--- src/rtl/counter_pkg.sv ---
// Shared definitions for the up/down counter sequencer and its datapath.
package counter_pkg;

    // Sequencer states: waiting for a command, stepping, reporting completion.
    typedef enum logic [1:0] {
        IDLE = 2'd0,
        RUN  = 2'd1,
        DONE = 2'd2
    } ctrl_state_t;

    // Direction encoding shared by the command field and the counter's mod input.
    localparam logic DIR_UP   = 1'b1;
    localparam logic DIR_DOWN = 1'b0;

endpackage

--- src/rtl/counter_ctrl_if.sv ---
// Command channel between the software-visible command source and the sequencer.
interface counter_ctrl_if #(
    parameter int STEPS_W = 4
);
    logic               cmd_valid;
    logic               cmd_ready;
    logic               cmd_dir;
    logic [STEPS_W-1:0] cmd_steps;
    logic               cmd_abort;

    // The command source drives requests and observes ready.
    modport master (
        output cmd_valid,
        output cmd_dir,
        output cmd_steps,
        output cmd_abort,
        input  cmd_ready
    );

    // The sequencer consumes requests and reports ready.
    modport slave (
        input  cmd_valid,
        input  cmd_dir,
        input  cmd_steps,
        input  cmd_abort,
        output cmd_ready
    );
endinterface

--- src/rtl/updown_counter.sv ---
// WIDTH-bit modulo up/down counter with a registered wrap-around flag.
module updown_counter
    import counter_pkg::*;
#(
    parameter int WIDTH = 3
) (
    input  logic             clk,
    input  logic             rst,
    input  logic             en,
    input  logic             mod,
    output logic [WIDTH-1:0] count,
    output logic             wrap
);

    localparam logic [WIDTH-1:0] COUNT_MAX = {WIDTH{1'b1}};

    // Step the count when enabled; wrap is high exactly while the wrapped value is shown.
    always_ff @(posedge clk or negedge rst) begin
        if (!rst) begin
            count <= '0;
            wrap  <= 1'b0;
        end else if (en) begin
            if (mod == DIR_UP) begin
                count <= count + 1'b1;
                wrap  <= (count == COUNT_MAX);
            end else begin
                count <= count - 1'b1;
                wrap  <= (count == '0);
            end
        end else begin
            wrap <= 1'b0;
        end
    end

endmodule

--- src/rtl/counter_ctrl.sv ---
// Command-driven sequencer: accepts "count N steps up/down" commands and
// drives the owned up/down counter for exactly N cycles, reporting
// completion, abort and wrap-around.
module counter_ctrl
    import counter_pkg::*;
#(
    parameter int WIDTH   = 3,
    parameter int STEPS_W = 4
) (
    input  logic             clk,
    input  logic             rst,
    counter_ctrl_if.slave    cmd,
    output logic             cnt_en,
    output logic             mod,
    output logic [WIDTH-1:0] count,
    output logic             busy,
    output logic             done,
    output logic             aborted,
    output logic             wrap
);

    ctrl_state_t        state;
    logic [STEPS_W-1:0] rem_q;
    logic               mod_q;
    logic               aborted_q;

    // State, remaining-step count, latched direction and abort flag.
    always_ff @(posedge clk or negedge rst) begin
        if (!rst) begin
            state     <= IDLE;
            rem_q     <= '0;
            mod_q     <= DIR_DOWN;
            aborted_q <= 1'b0;
        end else begin
            case (state)
                IDLE: begin
                    if (cmd.cmd_valid) begin
                        mod_q <= cmd.cmd_dir;
                        rem_q <= cmd.cmd_steps;
                        state <= (cmd.cmd_steps == '0) ? DONE : RUN;
                    end
                end
                RUN: begin
                    if (cmd.cmd_abort) begin
                        aborted_q <= 1'b1;
                        rem_q     <= '0;
                        state     <= DONE;
                    end else begin
                        rem_q <= rem_q - 1'b1;
                        if (rem_q == STEPS_W'(1)) begin
                            state <= DONE;
                        end
                    end
                end
                DONE: begin
                    aborted_q <= 1'b0;
                    state     <= IDLE;
                end
                default: begin
                    state <= IDLE;
                end
            endcase
        end
    end

    // Outputs decode from registered state; only abort reaches cnt_en combinationally.
    always_comb begin
        cmd.cmd_ready = (state == IDLE);
        cnt_en        = (state == RUN) && !cmd.cmd_abort;
        busy          = (state != IDLE);
        done          = (state == DONE);
        aborted       = aborted_q;
        mod           = mod_q;
    end

    updown_counter #(
        .WIDTH (WIDTH)
    ) u_counter (
        .clk   (clk),
        .rst   (rst),
        .en    (cnt_en),
        .mod   (mod_q),
        .count (count),
        .wrap  (wrap)
    );

endmodule

--- src/flat_wrapper.sv ---
// flat-port wrapper written by rule: the top's interface ports become plain ports
module counter_ctrl_flat import counter_pkg::*;
#(
    parameter int WIDTH   = 3,
    parameter int STEPS_W = 4
)
  (clk, rst, cnt_en, mod, count, busy, done, aborted, wrap, cmd_cmd_valid, cmd_cmd_dir, cmd_cmd_steps, cmd_cmd_abort, cmd_cmd_ready);
  counter_ctrl_if #(.STEPS_W(STEPS_W)) cmd_i ();
  input  logic clk;
  input  logic rst;
  output logic cnt_en;
  output logic mod;
  output logic [WIDTH-1:0] count;
  output logic busy;
  output logic done;
  output logic aborted;
  output logic wrap;
  input wire logic [$bits(cmd_i.cmd_valid)-1:0] cmd_cmd_valid;
  input wire logic [$bits(cmd_i.cmd_dir)-1:0] cmd_cmd_dir;
  input wire logic [$bits(cmd_i.cmd_steps)-1:0] cmd_cmd_steps;
  input wire logic [$bits(cmd_i.cmd_abort)-1:0] cmd_cmd_abort;
  output wire logic [$bits(cmd_i.cmd_ready)-1:0] cmd_cmd_ready;
  assign cmd_i.cmd_valid = cmd_cmd_valid;
  assign cmd_i.cmd_dir = cmd_cmd_dir;
  assign cmd_i.cmd_steps = cmd_cmd_steps;
  assign cmd_i.cmd_abort = cmd_cmd_abort;
  assign cmd_cmd_ready = cmd_i.cmd_ready;
  counter_ctrl #(.WIDTH(WIDTH), .STEPS_W(STEPS_W)) u_core (.clk(clk), .rst(rst), .cmd(cmd_i), .cnt_en(cnt_en), .mod(mod), .count(count), .busy(busy), .done(done), .aborted(aborted), .wrap(wrap));
endmodule
--- config.mk ---
export PLATFORM = sky130hd
export DESIGN_NAME = counter_ctrl_flat
export DESIGN_NICKNAME = d
export VERILOG_FILES = /design/src/rtl/counter_pkg.sv /design/src/rtl/counter_ctrl_if.sv /design/src/rtl/updown_counter.sv /design/src/rtl/counter_ctrl.sv /design/src/flat_wrapper.sv
export SDC_FILE = /design/constraint.sdc
export NUM_CORES = 1
export LEC_CHECK = 0
export ABC_AREA = 1
export BUFFER_PORTS_ARGS = -buffer_cell sky130_fd_sc_hd__buf_2
export CAP_MARGIN = 20
export CORE_AREA = 2 2 39 41
export CTS_BUF_LIST = sky130_fd_sc_hd__clkbuf_4
export DETAILED_ROUTE_END_ITERATION = 6
export DIE_AREA = 0 0 41 43
export GPL_ROUTABILITY_DRIVEN = 0
export GPL_TIMING_DRIVEN = 0
export PLACE_DENSITY = 0.77
export SLEW_MARGIN = 10
export SYNTH_ARGS = -nofsm -noshare
export SYNTH_HDL_FRONTEND = slang
export SYNTH_HIERARCHICAL = 1
export SYNTH_SLANG_ARGS = --single-unit
--- constraint.sdc ---
create_clock -name clk -period 1.9 [get_ports clk]
set_input_delay 0.095 -clock clk [delete_from_list [all_inputs] [get_ports clk]]
set_output_delay 0.095 -clock clk [all_outputs]
set_load 0.01 [all_outputs]
==> impl_metrics.yaml, run 1 <==
sta:
  slew_viol_final: 0
  fin_crit_sh: 0.810
  rsz0062_at_grt: "no"
  skew_ns: 0.00589
  layout_min_cycle_time_ns: 1.54
  hold_violations: 0
  finalSetupTns_ns: 0
  hold_slack_ns: 0.0559
  max_freq_ghz: 0.650
  slew_headroom: 0.737
  setup_violations: 0
  worstMarginPinSlew_ns: 0.395
place:
  place_hpwl_um: 1030
  portBuffers: 18
  placed_cell_area_um2: 772
  dp_cells: 119
logic_synthesis:
  yosysWarnings: 6
  ys_seq_elements: 12
  syn_inst: 85
  ys_types: 17
  syn_area_um2: 662
  synth_nets: 97
  synth_area_per_cell_um2: 7.79
  seq_area_frac_synth: 0.454
worst_setup_path:
  reg2reg_depth: 4
  crit_path_end_kind: "output port"
  critPathLaunchType: "register"
  crit_fanout: 8
  required_ns: 1.80
  r2r_end: "u_core/u_counter/count[1]"
  r2r_setup_slack_ns: 0.47
  cp-startpoint: "u_core/state[1]"
  path_class: "register to output port"
  critPathArrivalTime_ns: 1.44
  r2r-start: "u_core/state[1]"
final_layout:
  layout-drive-gt1-share: 0.234
  instances_no_fill: 123
  layout_common_cells: "22 x nand2_1, 18 x buf_2, 13 x inv_1"
  diodes: 0
  area_growth_pct: 21.6
  fin_nets: 121
  design_area_um2: 805
  layout_commonest_cell: "nand2_1"
routing:
  drt_iter0_markers: 20
  drc_errors: 0
  ant_nets: 0
  vias: 644
  viasPerCell: 5.24
  routed_wl_um: 1360
  dr.pass1.iters: 4
  wl_per_cell_um: 11.0
floorplan:
  core_area_um2: 1380
  ioPinCount: 19
  initial_core_util: 0.478
  die_area_um2: 1760
  placementRows: 14
  chipWidth_um: 41
  die_y_um: 43
global_route:
  grt_pass1_vias: 544
  grt_max_degree: 13
  grt_pass1_wl_um: 2150
  track_usage: 0.179
  antenna_found_initial: 0
  gr-total-overflow: 0
cts:
  hold_buffers: 1
  cts_buffers: 3
  clkSlewWorstSetupHoldPaths_ns: 0.07
  clock_latency_ns: 0.26
  cts_max_level: 1
  cts_buffer_depth: 2
  cts_resized: 0
  cts_sinks: 12
  cts_tree: "yes"
  post_cts_buffers: 0
  cts_root_buf: "clkbuf_4"
hold_path:
  hp-class: "primary input to register"
  holdCritStartpoint: "cmd_cmd_valid"
  min_to: "u_core/mod"
  hold_depth: 2
power:
  power_density_nw_per_um2: 1600
  ir_drop_v: 0.000742
  leakagePower_nw: 0.444
status:
  status: "finished clean"
flow_run:
  maxCapViolCount: 0
==> kinds of logic after synthesis <==
kind of cell | Yosys count | share of synthesized area
buf+inv | 14 | 0.0794
xor+xnor | 1 | 0.0132
simple gates | 38 | 0.240
flops | 12 | 0.454
compound gates | 16 | 0.123
fa+ha+maj | 3 | 0.0680
mux | 1 | 0.0227
==> metrics by stage <==
stage | setup WS, ns | power (mW) | utilization
6_report | 0.361 | 1.28 | 0.581
5_1_grt | 0.308 | 1.42 | 0.581
4_1_cts | 0.373 | 1.29 | 0.581
3_5_place_dp | 0.513 | 1.13 | 0.558
3_3_place_gp | 0.536 | 1.10 | 0.558
2_1_floorplan | 0.546 | 0.923 | -
==> power by group <==
group	switching (mW)	total [mW]	internal [mW]	leakage (nW)
Combinational	0.391	0.650	0.258	0.284
Sequential	0.113	0.485	0.372	0.147
Clock	0.0768	0.150	0.0732	0.0138
Total	0.581	1.28	0.704	0.444
==> flip-flops by register name, summed over array words and instances, names as in the netlist <==
signal	count
u_core/rem_q	4
u_core/u_counter/count	3
u_core/state	2
u_core/aborted	1
u_core/mod	1
u_core/u_counter/wrap	1
==> metal layers <==
layer,part of all wire,vias up,global-route usage
met4,0,0,0.0800
met2,0.48,24,0.281
met3,0.071,0,0.0314
li1,-,317,-
met5,0,-,0
met1,0.45,303,0.229
==> worst max-delay path, stage by stage, from the launching register on <==
cell and delay, ns:
dfrtp_1 0.38, inv_1 0.11, nand2_1 0.13, nor2_2 0.35
buf_2 0.21
==> worst max-delay path by stage <==
stage	endpoint	slack, ns	cells after the start
floorplan	u_core/u_counter/count[1]	0.55	3
detailed placement	u_core/u_counter/count[1]	0.51	4
finish	cnt_en	0.36	4
global route	cnt_en	0.31	4
CTS	cnt_en	0.37	4
global placement	u_core/u_counter/count[1]	0.54	4
==> layout make-up <==
type | instances | area [µm²]
Timing Repair Buffer | 19 | 100
Fill cell | 138 | 579
Multi-Input combinational cell | 59 | 309
Clock buffer | 3 | 22.5
Inverter | 14 | 52.6
Tap cell | 16 | 20.0
Sequential cell | 12 | 300
==> synthesized netlist by cell type (all sizes together) <==
library cell | count | area share
ha | 2 | 0.038
a31oi | 1 | 0.0095
fa | 1 | 0.030
mux2 | 1 | 0.023
o21ai | 10 | 0.076
nand2 | 23 | 0.13
nor2 | 8 | 0.049
dfrtp | 12 | 0.45
inv | 14 | 0.079
nand4 | 2 | 0.019
xor2 | 1 | 0.013
nand3 | 5 | 0.038
a21oi | 5 | 0.038
No activity file was read; power rests on OpenSTA's default activity.
==> run 2, diff against run 1 <==
CORE_AREA = default   (was 2 2 39 41)
CORE_MARGIN = 2   (was default)
CORE_UTILIZATION = 47   (was default)
DIE_AREA = default   (was 0 0 41 43)
PLACE_DENSITY = 0.76   (was 0.77)
clock period = 1.26 ns   (was 1.9 ns; I/O delays follow)
==> impl_metrics.yaml, run 2 (synthesis results as in run 1) <==
status:
  status: "finished with violations"
  violations: "setup timing"
global_route:
  antenna_found_initial: 0
  grt_max_degree: 13
  gr-total-overflow: 0
  grt_pass1_vias: 626
  grt_pass1_wl_um: 2550
  track_usage: 0.197
sta:
  setup_slack_ns: -0.00738
  max_freq_ghz: 0.789
  fin_crit_sh: 1.01
  skew_ns: 0.00582
  slew_headroom: 0.818
  hold_violations: 0
  layout_min_cycle_time_ns: 1.27
  rsz0062_at_grt: "yes"
  slew_viol_final: 0
  worstMarginPinSlew_ns: 0.274
  finalSetupTns_ns: -0.00738
  setup_violations: 1
worst_setup_path:
  cp-startpoint: "u_core/mod"
  path_class: "register to register"
  crit_fanout: 2
  required_ns: 1.43
  reg2reg_depth: 3
  r2r_setup_slack_ns: -0.007
  r2r_end: "u_core/u_counter/count[1]"
  r2r-start: "u_core/mod"
  crit_end: "u_core/u_counter/count[1]"
  crit_path_end_kind: "register"
  critPathLaunchType: "register"
  critPathArrivalTime_ns: 1.44
place:
  portBuffers: 18
  dp_cells: 118
  dpl_worst_slack_ns: -0.0389
  place_hpwl_um: 1030
  placed_cell_area_um2: 778
final_layout:
  design_area_um2: 910
  instances_no_fill: 132
  multi_input_area_um2: 327
  seq_area_um2: 305
  num-fill-cells: 108
  layout_common_cells: "21 x nand2_1, 17 x buf_2, 12 x inv_1"
  biggestRegsByFlops: "u_core/rem_q x4, u_core/u_counter/count x3, u_core/state x2"
  layout_commonest_cell: "nand2_1"
  largest_register_ff_count: 4
  area_growth_pct: 37.4
  layout-drive-gt1-share: 0.359
  largest_register: "u_core/rem_q"
  diodes: 0
  fin_nets: 130
cts:
  cts_root_buf: "clkbuf_4"
  cts_sinks: 12
  clkSlewWorstSetupHoldPaths_ns: 0.08
  cts_max_level: 1
  cts_tree: "yes"
  cts_buffer_depth: 2
  clock_latency_ns: 0.28
  cts_buffers: 3
routing:
  routed_wl_um: 1520
  wl_per_cell_um: 11.5
  vias: 657
  dr.pass1.iters: 4
  drc_errors: 0
  ant_nets: 0
  viasPerCell: 4.98
  drt_iter0_markers: 10
power:
  power_density_nw_per_um2: 2460
  ir_drop_v: 0.00120
  leakagePower_nw: 0.492
  p_total_mw: 2.24
floorplan:
  chipWidth_um: 41.5
  initial_core_util: 0.509
  die_area_um2: 1720
  ioPinCount: 19
  placementRows: 13
  die_y_um: 41.5
  core_area_um2: 1300
hold_path:
  hp-class: "primary input to register"
  hold_depth: 3
flow_run:
  maxCapViolCount: 0
run 2: cell types whose count changed in the layout (fill, tap and decap cells not counted), sizes merged:
cell and change:
dlygate4sd3 +1, buf +8, clkbuf +1
run 2: worst min path at each step:
stage                      startpoint               to
after floorplan                   rst   u_core/aborted
after global placement            rst   u_core/aborted
after detailed placement          rst  u_core/rem_q[2]
after CTS                 cmd_cmd_dir       u_core/mod
after global routing      cmd_cmd_dir       u_core/mod
final                     cmd_cmd_dir       u_core/mod
run 2: metrics by stage:
| stage | util | hold slack, ns |
|---|---|---|
| floorplan | - | -0.233 |
| global placement | 0.598 | -0.0439 |
| detailed placement | 0.598 | -0.0475 |
| CTS | 0.686 | 0.0244 |
| global route | 0.699 | 0.0474 |
| finish | 0.699 | 0.0175 |
run 2: layout make-up:
| class | instances | area share |
|---|---|---|
| well taps | 15 | 0.0206 |
| repair buffers | 28 | 0.194 |
| multi-input cells | 59 | 0.359 |
| inverters | 14 | 0.0578 |
| clock buffers | 4 | 0.0330 |
| flip-flops and latches | 12 | 0.336 |
run 2: repair_timing:
| item | CTS | global route |
|---|---|---|
| pin swaps | 2 | 1 |
| endpoints found under the hold margin | 13 | 0 |
| gates resized for setup | 7 | 1 |
| hold buffers | 2 | 0 |
| setup buffers | 6 | 2 |
| cloned | 0 | 0 |
| setup endpoints to repair | 5 | 5 |
run 2: power breakdown:
group          switching [mW]  internal, mW
Clock                   0.139         0.145
Combinational           0.677         0.556
Sequential              0.151         0.573
Total                   0.967          1.27
run 2: critical path, cell delays in order, from the launching register on:
cell	delay, ns
dfrtp_2	0.41
inv_2	0.07
fa_2	0.41
mux2_4	0.26
run 2: per-layer routing:
layer | part of all wire | up-vias | track usage
met5 | 0 | - | 0
li1 | - | 336 | -
met4 | 0.024 | 0 | 0.135
met1 | 0.45 | 305 | 0.229
met2 | 0.48 | 12 | 0.319
met3 | 0.039 | 4 | 0.0435
